`config.mk`:
```
export PLATFORM = sky130hd
export DESIGN_NAME = idli_sqi_arb_m
export DESIGN_NICKNAME = d
export VERILOG_FILES = /design/src/rtl/idli_sqi_arb_m.sv
export SDC_FILE = /design/constraint.sdc
export NUM_CORES = 1
export LEC_CHECK = 0
export ABC_CLOCK_PERIOD_IN_PS = 3510
export CORE_ASPECT_RATIO = 1.2
export CORE_MARGIN = 3
export CORE_UTILIZATION = 52
export CTS_CLUSTER_DIAMETER = 120
export DETAILED_ROUTE_END_ITERATION = 12
export GPL_ROUTABILITY_DRIVEN = 0
export PLACE_DENSITY = 0.84
export REMOVE_ABC_BUFFERS = 1
export SLEW_MARGIN = 20
export SYNTH_ARGS = -nofsm -noshare
export SYNTH_HDL_FRONTEND = slang
export SYNTH_SLANG_ARGS = --single-unit
```
`constraint.sdc`:
```
create_clock -name i_sqi_gck -period 3.51 [get_ports i_sqi_gck]
set_clock_uncertainty 0.1 [all_clocks]
set_input_delay 0.5265 -clock i_sqi_gck [delete_from_list [all_inputs] [get_ports i_sqi_gck]]
set_output_delay 0.5265 -clock i_sqi_gck [all_outputs]
set_load 0.01 [all_outputs]
```
`src/rtl/idli_sqi_arb_m.sv`:
```
// Arbitrates fetch and LSU access to two parallel SQI RAMs (hi/lo byte lanes),
// turning each grant into one command/address/dummy/16-bit-data transaction.
module idli_sqi_arb_m #(
  parameter logic [7:0]  CMD_READ  = 8'h03,
  parameter logic [7:0]  CMD_WRITE = 8'h02,
  parameter logic [7:0]  ADDR_HI   = 8'h00,
  parameter int unsigned RD_DUMMY  = 2
) (
  input  logic        i_sqi_gck,
  input  logic        i_sqi_rst_n,
  input  logic        i_sqi_fetch_req,
  input  logic [15:0] i_sqi_fetch_addr,
  output logic        o_sqi_fetch_ack,
  input  logic        i_sqi_lsu_req,
  input  logic        i_sqi_lsu_wr,
  input  logic [15:0] i_sqi_lsu_addr,
  input  logic [15:0] i_sqi_lsu_wdata,
  output logic        o_sqi_lsu_ack,
  output logic [15:0] o_sqi_rdata,
  output logic [1:0]  o_sqi_cs,
  output logic        o_sqi_sck,
  output logic [7:0]  o_sqi_sio,
  output logic        o_sqi_sio_oe,
  input  logic [7:0]  i_sqi_sio
);

  typedef enum logic [2:0] {IDLE, CMD, ADDR, DUMMY, DATA, DONE} state_t;

  localparam logic [2:0] DUMMY_LAST = 3'(RD_DUMMY) - 3'd1;

  state_t      state, state_nx;
  logic [2:0]  cnt, cnt_nx;
  logic        lsu_sel, lsu_sel_nx;
  logic        last_lsu;
  logic        wr, wr_nx;
  logic [15:0] addr, addr_nx;
  logic [15:0] wdata, wdata_nx;
  logic [7:0]  n0;
  logic [7:0]  opcode_nx;
  logic [23:0] addr_word;
  logic [3:0]  addr_nib;
  logic        active_nx;

  always_comb begin
    state_nx   = state;
    cnt_nx     = cnt + 3'd1;
    lsu_sel_nx = lsu_sel;
    wr_nx      = wr;
    addr_nx    = addr;
    wdata_nx   = wdata;
    case (state)
      IDLE: begin
        cnt_nx = 3'd0;
        if (i_sqi_fetch_req || i_sqi_lsu_req) begin
          // On a tie the requester that did not win last time gets the bus
          lsu_sel_nx = i_sqi_lsu_req && (!i_sqi_fetch_req || !last_lsu);
          wr_nx      = lsu_sel_nx && i_sqi_lsu_wr;
          addr_nx    = lsu_sel_nx ? i_sqi_lsu_addr : i_sqi_fetch_addr;
          wdata_nx   = i_sqi_lsu_wdata;
          state_nx   = CMD;
        end
      end
      CMD: if (cnt == 3'd1) begin
        state_nx = ADDR;
        cnt_nx   = 3'd0;
      end
      ADDR: if (cnt == 3'd5) begin
        state_nx = (wr || RD_DUMMY == 0) ? DATA : DUMMY;
        cnt_nx   = 3'd0;
      end
      DUMMY: if (cnt == DUMMY_LAST) begin
        state_nx = DATA;
        cnt_nx   = 3'd0;
      end
      DATA: if (cnt == 3'd1) begin
        state_nx = DONE;
        cnt_nx   = 3'd0;
      end
      DONE: begin
        state_nx = IDLE;
        cnt_nx   = 3'd0;
      end
      default: begin
        state_nx = IDLE;
        cnt_nx   = 3'd0;
      end
    endcase

    opcode_nx = wr_nx ? CMD_WRITE : CMD_READ;
    addr_word = {ADDR_HI, addr_nx};
    case (cnt_nx)
      3'd0:    addr_nib = addr_word[23:20];
      3'd1:    addr_nib = addr_word[19:16];
      3'd2:    addr_nib = addr_word[15:12];
      3'd3:    addr_nib = addr_word[11:8];
      3'd4:    addr_nib = addr_word[7:4];
      default: addr_nib = addr_word[3:0];
    endcase
    active_nx = (state_nx == CMD) || (state_nx == ADDR) ||
                (state_nx == DUMMY) || (state_nx == DATA);
  end

  // Pin outputs are registered from the next state so they line up with it
  always_ff @(posedge i_sqi_gck or negedge i_sqi_rst_n) begin
    if (!i_sqi_rst_n) begin
      state           <= IDLE;
      cnt             <= 3'd0;
      lsu_sel         <= 1'b0;
      last_lsu        <= 1'b0;
      wr              <= 1'b0;
      addr            <= 16'h0000;
      wdata           <= 16'h0000;
      n0              <= 8'h00;
      o_sqi_rdata     <= 16'h0000;
      o_sqi_cs        <= 2'b11;
      o_sqi_sck       <= 1'b0;
      o_sqi_sio       <= 8'h00;
      o_sqi_sio_oe    <= 1'b0;
      o_sqi_fetch_ack <= 1'b0;
      o_sqi_lsu_ack   <= 1'b0;
    end else begin
      state   <= state_nx;
      cnt     <= cnt_nx;
      lsu_sel <= lsu_sel_nx;
      wr      <= wr_nx;
      addr    <= addr_nx;
      wdata   <= wdata_nx;
      if (state == DONE)
        last_lsu <= lsu_sel;
      if (state == DATA && !wr) begin
        if (cnt == 3'd0)
          n0 <= i_sqi_sio;
        else
          o_sqi_rdata <= {n0[7:4], i_sqi_sio[7:4], n0[3:0], i_sqi_sio[3:0]};
      end

      o_sqi_cs        <= active_nx ? 2'b00 : 2'b11;
      o_sqi_sck       <= active_nx;
      o_sqi_fetch_ack <= (state_nx == DONE) && !lsu_sel_nx;
      o_sqi_lsu_ack   <= (state_nx == DONE) && lsu_sel_nx;

      case (state_nx)
        CMD: begin
          o_sqi_sio    <= cnt_nx[0] ? {2{opcode_nx[3:0]}} : {2{opcode_nx[7:4]}};
          o_sqi_sio_oe <= 1'b1;
        end
        ADDR: begin
          o_sqi_sio    <= {2{addr_nib}};
          o_sqi_sio_oe <= 1'b1;
        end
        DATA: begin
          if (wr_nx) begin
            o_sqi_sio    <= cnt_nx[0] ? {wdata_nx[11:8], wdata_nx[3:0]}
                                      : {wdata_nx[15:12], wdata_nx[7:4]};
            o_sqi_sio_oe <= 1'b1;
          end else begin
            o_sqi_sio    <= 8'h00;
            o_sqi_sio_oe <= 1'b0;
          end
        end
        default: begin
          o_sqi_sio    <= 8'h00;
          o_sqi_sio_oe <= 1'b0;
        end
      endcase
    end
  end

endmodule

```
Word-level counts from Yosys, hierarchy flattened
Index checks and enable logic that the tools add are counted.

Register bits after elaboration: 79. Bits of input ports: 61. Output and inout port bits: 30. Word-level logic and storage cells: 83.

Add/sub/neg operators: 1. Equal/unequal tests: 16. Muxes and demuxes: 28. Bitwise logic cells: 1. Reduce and logical (&&, ||, !) cells: 22.

Operators by type and width (number): two-way mux 16 bit (5); two-way mux 3 bit (8); case mux 8 bit (3 select lines) (1); == test 3 x 2 -> 1 bit (second input constant) (6); == test 3 bit (second input constant) (6); two-way mux 8 bit (2); case mux 4 bit (4 select lines) (1); case mux 3 bit (5 select lines) (1); == test 3 x 1 -> 1 bit (second input constant) (4); logical NOT 3 bit (3); two-way mux 1 bit (6); two-way mux 6 bit (1); case mux 3 bit (2 select lines) (1); logical AND 1 bit (5); logical OR 1 bit (5); logical NOT 1 bit (4); AND reduction 2 bit (2); OR reduction 2 bit (2); adder 3 x 1 -> 3 bit (second input constant) (1); OR reduction 3 bit (1); two-way mux 2 bit (1); case mux 1 bit (2 select lines) (1); inverter 1 bit (1).

Depth between registers and ports, before layout
Gate-level depths: netlist of the first run.

Depth in word-level cells: 9. Gate-level depth with buffers: 10. Gate-level depth less buffers: 9.

Least setup slack after synthesis of the first run
Ideal clock, no wire load.

Path kind: register to register. From: reg cnt[0]. To: reg o_sqi_sio[1]. Setup time: 0.127 ns. Data arrival time: 2.136 ns. Data required time: 3.283 ns. Path slack: 1.147 ns. Stages on the path, launching flop included: 9. Buffers on the path: 1. Period minus slack after synthesis: 2.363 ns. Cell sequence: dfrtp_1 -> ha_1 -> clkbuf_1 -> nor2b_1 -> mux2_4 -> nor3_4 -> mux2_2 -> a21oi_1 -> nand2_1.

Cells in the longest elaborated chain, start to end: 7. Elaborated cells between the ends (all ways): 25. Those cells by class: add/sub: 1; eq/ne: 9; mux: 13; reduce/logical: 2.

Ends and longest elaborated chain: start, declared (line 32) `logic [2:0] cnt, cnt_nx;`; start signal, assigned (line 123) `cnt <= cnt_nx;`; adder 3 x 1 -> 3 bit (tied with other cells) (line 46) `cnt_nx = cnt + 3'd1;`; two-way mux 3 bit (on tied branches); case mux 3 bit (2 select lines) * (line 51) `case (state)`; net cnt_nx[0] (line 32); == test 3 x 1 -> 1 bit / logical NOT 3 bit (equally long branches) (line 91) `case (cnt_nx)`; OR reduction 2 bit (no line); case mux 4 bit (4 select lines) (line 91); case mux 8 bit (3 select lines) * (line 142) `case (state_nx)`; end signal, assigned (line 144) `o_sqi_sio <= cnt_nx[0] ? {2{opcode_nx[3:0]}} : {2{opcode_nx[7:4]}};`; end signal, assigned (line 148) `o_sqi_sio <= {2{addr_nib}};`; end signal, assigned (line 153) `o_sqi_sio <= cnt_nx[0] ? {wdata_nx[11:8], wdata_nx[3:0]}`; end, declared (line 22) `output logic [7:0] o_sqi_sio,`.

Mark *: on every way through the listed nets, which the timed path passes. The rest lies on a longest branch. A chain may end at the register's enable or synchronous reset.

Worst setup path after layout of the first run
From: reg cnt[0]. To: reg o_sqi_sio[5].

Same word-level chain as after synthesis.

==> flow_summary.ini, run 1 <==
[cells_and_area]
final_cells = 498
fillers = 480
syn2layout_area_growth_pct = 31.0
mostFrequentLayoutCells = clkdlybuf4s50_1 (89), dfrtp_1 (77), nand2_1 (42)
fin_nets = 472
drive_gt1_share_pct = 19.9
n_antenna_cell = 0
layout_commonest_cell = clkdlybuf4s50_1

[floorplan]
die-area_um2 = 8070
io_pins = 91
core_um2 = 6610
initial_core_util_pct = 55.3
die_h_um = 97.8
dieWidth_um = 82.5
rows = 32

[timing]
slew_violations = 0
tns_ps = 0
tightest_slew_ps = 928
hold_violations = 0
finalCritPeriodShare_pct = 80.0
fin_crit_ps = 2810
setup_violations = 0
slew_headroom_pct = 38.1
fmax_ghz = 0.356
rsz0062_at_grt = false

[logic_synthesis]
ys_types = 54
yosysSeqAreaShare_pct = 53.5
yosys_warnings = 0
syn_area_um2 = 3650
synth_area_per_cell_um2 = 11.5
synth-seq-cells = 78
synthCells = 317
synth_flop_cell = dfrtp_1
synth_async_sr_flop_share_pct = 100
synth-edff-count = 0

[hold_path]
worstHoldPathType = in2async

[setup_path]
critPathMaxStageDelay_ps = 530
worst-path-max-fanout = 10
arrival_ps = 2930
crit_family = simple AND/OR/NAND/NOR gates
path_buf_inv = 0
critical_path_required_ps = 3630
critical_path_class = reg2reg
slowest_stage = dfrtp_1
cp_cell_sequence = ha_1, nor2b_1, mux2_4, nor3_4, mux2_2, a21oi_1, nand2_1
critPathLaunchType = flip-flop
crit_path_end_kind = flip-flop

[clock_tree]
postCtsResizedCells = 0
cts.clk_slew.worst_paths_ps = 80
ctsHtreeMaxLevel = 3
cts_tree = yes
cts_buffers = 9
ctsLongestPathBuffers = 2
cts_hold_buf = 0
clk_latency_ps = 350
post_cts_buffers = 0
cts_sinks = 78
root_buffer = clkbuf_8

[power]
peakVddDrop_uv = 399
pwr_density_cell_nw_per_um2 = 886
p_leak_nw = 2.04

[global_route]
antenna_found_initial = 0
grt_pass1_wl_um = 13000
grt_pass1_vias = 2762
grt_start_max_net_pins = 79
grtUsageTotal_pct = 21.0
grt_overflow = 0

[detailed_routing]
via_count = 2732
dr.pass1.iters = 4
avgViaCountPerCell = 5.49
drtIter0Drc = 154
wl_um = 7990
ant_nets = 0
routedWlPerCell_um = 16.0
drc = 0

[placement]
io_buffers = 90
dp_cells = 482
dp_hpwl_um = 6080

[flow_run]
drv_cap = 0

[status]
status = completed
-- cells in the mapped netlist, types with 5 or more instances --
cell | n | area [um2]
and2_1 | 5 | 31.3
nor2b_1 | 7 | 43.8
mux2i_1 | 5 | 50.1
nand3_1 | 5 | 25.0
nor2_1 | 24 | 90.1
buf_2 | 6 | 30.0
mux2_2 | 41 | 462
a21oi_1 | 8 | 40.0
inv_1 | 10 | 37.5
clkbuf_1 | 5 | 18.8
dfrtp_1 | 77 | 1930
nand2_1 | 42 | 158
o22ai_1 | 10 | 62.6
o21ai_0 | 6 | 30.0
-- path summary, 6_finish.rpt --
check                       startpoint            to  slack (ps)  cells after the start
max in group asynchronous  i_sqi_rst_n        cnt[2]        2500                      1
max reg2reg                     cnt[0]  o_sqi_sio[5]         700                      7
min in group i_sqi_gck       wdata[10]     wdata[10]         370                      2
max                             cnt[0]  o_sqi_sio[5]         700                      7
min reg2reg                  wdata[10]     wdata[10]         370                      2
min                        i_sqi_rst_n         n0[6]         220                      1
-- where the power goes --
group | leakage [nW] | internal [mW] | switching (mW)
clock network | 0.0792 | 0.279 | 0.322
logic | 1.03 | 1.04 | 0.993
registers | 0.931 | 1.33 | 0.272
-- cells by family after synthesis --
kind of cell / Yosys count / share of synthesized area (%)
xor+xnor: 2 / 0.480
fa+ha+maj: 3 / 1.03
mux: 47 / 14.4
simple gates: 108 / 15.8
flops: 78 / 53.5
buf+inv: 24 / 3.19
compound gates: 55 / 11.6
-- worst register-to-register path, cell delays in order (launching register included) --
cell	delay, ps
dfrtp_1	530
ha_1	390
nor2b_1	220
mux2_4	350
nor3_4	480
mux2_2	400
a21oi_1	140
nand2_1	70
-- layout make-up --
type	instances	area (um2)	share of cell area (%)
clock inverters	4	31.3	0.654
clock buffers	12	145	3.03
repair buffers	94	928	19.4
well taps	85	106	2.22
flip-flops and latches	78	1950	40.8
multi-input cells	215	1580	33.1
inverters	10	37.5	0.785
-- through the flow --
step | util [%] | cell area (um2) | hold slack, ps | power [mW] | setup WS, ps
2_1_floorplan | - | 3570 | 131 | 2.90 | 1060
3_3_place_gp | 69.7 | 4610 | 350 | 3.57 | 627
3_5_place_dp | 69.7 | 4610 | 360 | 3.66 | 560
4_1_cts | 72.4 | 4780 | 253 | 4.27 | 707
5_1_grt | 72.4 | 4780 | 296 | 4.55 | 547
6_report | 72.4 | 4780 | 218 | 4.24 | 703
-- metal layers --
metal  global-route usage, %  vias to the layer above  share of wire, %
met5                       0                        -                 0
met4                    9.18                        0               2.8
met3                    3.69                       21               6.3
met2                    33.8                      116                49
met1                    27.5                     1292                42
li1                        -                     1303                 -
-- flip-flops by register name, indices dropped and copies added, names as in the netlist, 3 cells and up --
name	flops
addr	16
cnt	3
n0	8
o_sqi_rdata	16
o_sqi_sio	8
state	3
wdata	16
Power figures use the tool's default switching activity.
==> inputs of run 2 (changes only) <==
ABC_CLOCK_PERIOD_IN_PS = 2480   (was 3510)
CORE_UTILIZATION = 44   (was 52)
PLACE_DENSITY = 0.76   (was 0.84)
clock period = 2.48 ns   (was 3.51 ns; I/O delays follow)
==> flow_summary.ini, run 2 (same netlist as run 1, synthesis figures left out) <==
[floorplan]
initial_core_util_pct = 46.3
die_h_um = 106
die-area_um2 = 9430
dieWidth_um = 89.2
core_um2 = 7880
rows = 35
io_pins = 91

[global_route]
use_met2_pct = 31.4
grt_start_max_net_pins = 79
grt_pass1_wl_um = 13800
grtUsageTotal_pct = 19.0
grt_overflow = 0
grt_busiest_layer = met2
met3_usage_pct = 5.55
grt_pass1_vias = 2962
antenna_found_initial = 0
met1_usage_pct = 23.5

[detailed_routing]
routedWlPerCell_um = 16.1
via_count = 2766
wl_um = 8390
drc = 0
dr.pass1.iters = 4
avgViaCountPerCell = 5.30
ant_nets = 0
drtIter0Drc = 126

[status]
status = completed

[power]
pwr_density_cell_nw_per_um2 = 1300
p_leak_nw = 2.17
peakVddDrop_uv = 496

[clock_tree]
cts_tree = yes
ctsHtreeMaxLevel = 3
cts_sinks = 78
root_buffer = clkbuf_8
cts.clk_slew.worst_paths_ps = 80
ctsLongestPathBuffers = 2
cts_buffers = 9
post_cts_buffers = 0
clk_latency_ps = 350

[setup_path]
r2r_slack_ps = 90
critPathLaunchType = flip-flop
crit_path_end_kind = flip-flop
worst-path-max-fanout = 8
critical_path_required_ps = 2600
arrival_ps = 2500
critical_path_class = reg2reg

[timing]
setup_violations = 0
hold_violations = 0
tightest_slew_ps = 955
rsz0062_at_grt = false
slew_violations = 0
fin_crit_ps = 2390
worst_hold_slack_ps = 85.0
finalCritPeriodShare_pct = 96.2
fmax_ghz = 0.419
slew_headroom_pct = 36.3

[cells_and_area]
fillers = 638
largestRegisters = addr x16, o_sqi_rdata x16, wdata x16
layout_commonest_cell = clkdlybuf4s50_1
fin_nets = 489
final_cells = 522
n_antenna_cell = 0
syn2layout_area_growth_pct = 36.9
mostFrequentLayoutCells = clkdlybuf4s50_1 (89), dfrtp_1 (77), nand2_1 (42)
drive_gt1_share_pct = 23.5

[placement]
dp_hpwl_um = 6370
io_buffers = 90
dp_cells = 506

[flow_run]
drv_cap = 0

[hold_path]
worstHoldPathType = in2async
## run 2: cell types whose count changed in the layout (fill, tap and decap cells not counted), sizes merged
cell      previous run  this run
clkinvlp             3         1
buf                  5        22
clkinv               0         2
inv                 11        10
bufinv               0         2
clkbuf              12        11
## run 2: worst paths after layout
check	from	cells past startpoint	end
max	state[1]	7	o_sqi_sio[4]
min reg2reg	wdata[11]	2	wdata[11]
max reg2reg	state[1]	7	o_sqi_sio[4]
max in group asynchronous	i_sqi_rst_n	1	addr[2]
min in group i_sqi_gck	wdata[11]	2	wdata[11]
min	i_sqi_rst_n	1	o_sqi_rdata[8]
## run 2: worst max-delay path: stages (launching register included)
cell and delay (ps):
dfrtp_1 490, buf_4 210, or3_4 420, or3_1 380, o221a_2 140, o21a_1 200, o221ai_2 190, nand3_1 110
## run 2: through the flow
step	instance area, um2	setup TNS, ps	setup WS [ps]	power, mW	util (%)
2_1_floorplan	3570	0	27.2	4.11	-
3_3_place_gp	4760	0	1.45	5.33	60.3
3_5_place_dp	4760	-464	-88.8	5.44	60.3
4_1_cts	4990	0	86.1	6.54	63.3
5_1_grt	5000	0	9.24	7.00	63.4
6_report	5000	0	93.7	6.52	63.4
## run 2: cell type report
class	count	area, um2	share of cell area (%)
multi-input cells	215	1590	31.8
clock inverters	5	81.3	1.63
flip-flops and latches	78	1950	39.1
inverters	10	37.5	0.751
repair buffers	111	1070	21.4
well taps	92	115	2.30
clock buffers	11	151	3.03
## run 2: power breakdown
group	switching, mW	internal, mW	leakage, nW
clock network	0.467	0.622	0.116
registers	0.294	1.88	0.931
logic	1.56	1.69	1.12
total	2.32	4.20	2.17
## run 2: repair_timing
action / CTS / global route
gates resized for setup: 0 / 1
hold buffers: 0 / 0
setup endpoints to repair: 0 / 1
## run 2: layer usage
layer	vias to the layer above	part of all wire [%]
li1	1331	-
met1	1325	43
met2	100	50
met3	10	5.9
met4	0	1.3
met5	-	0
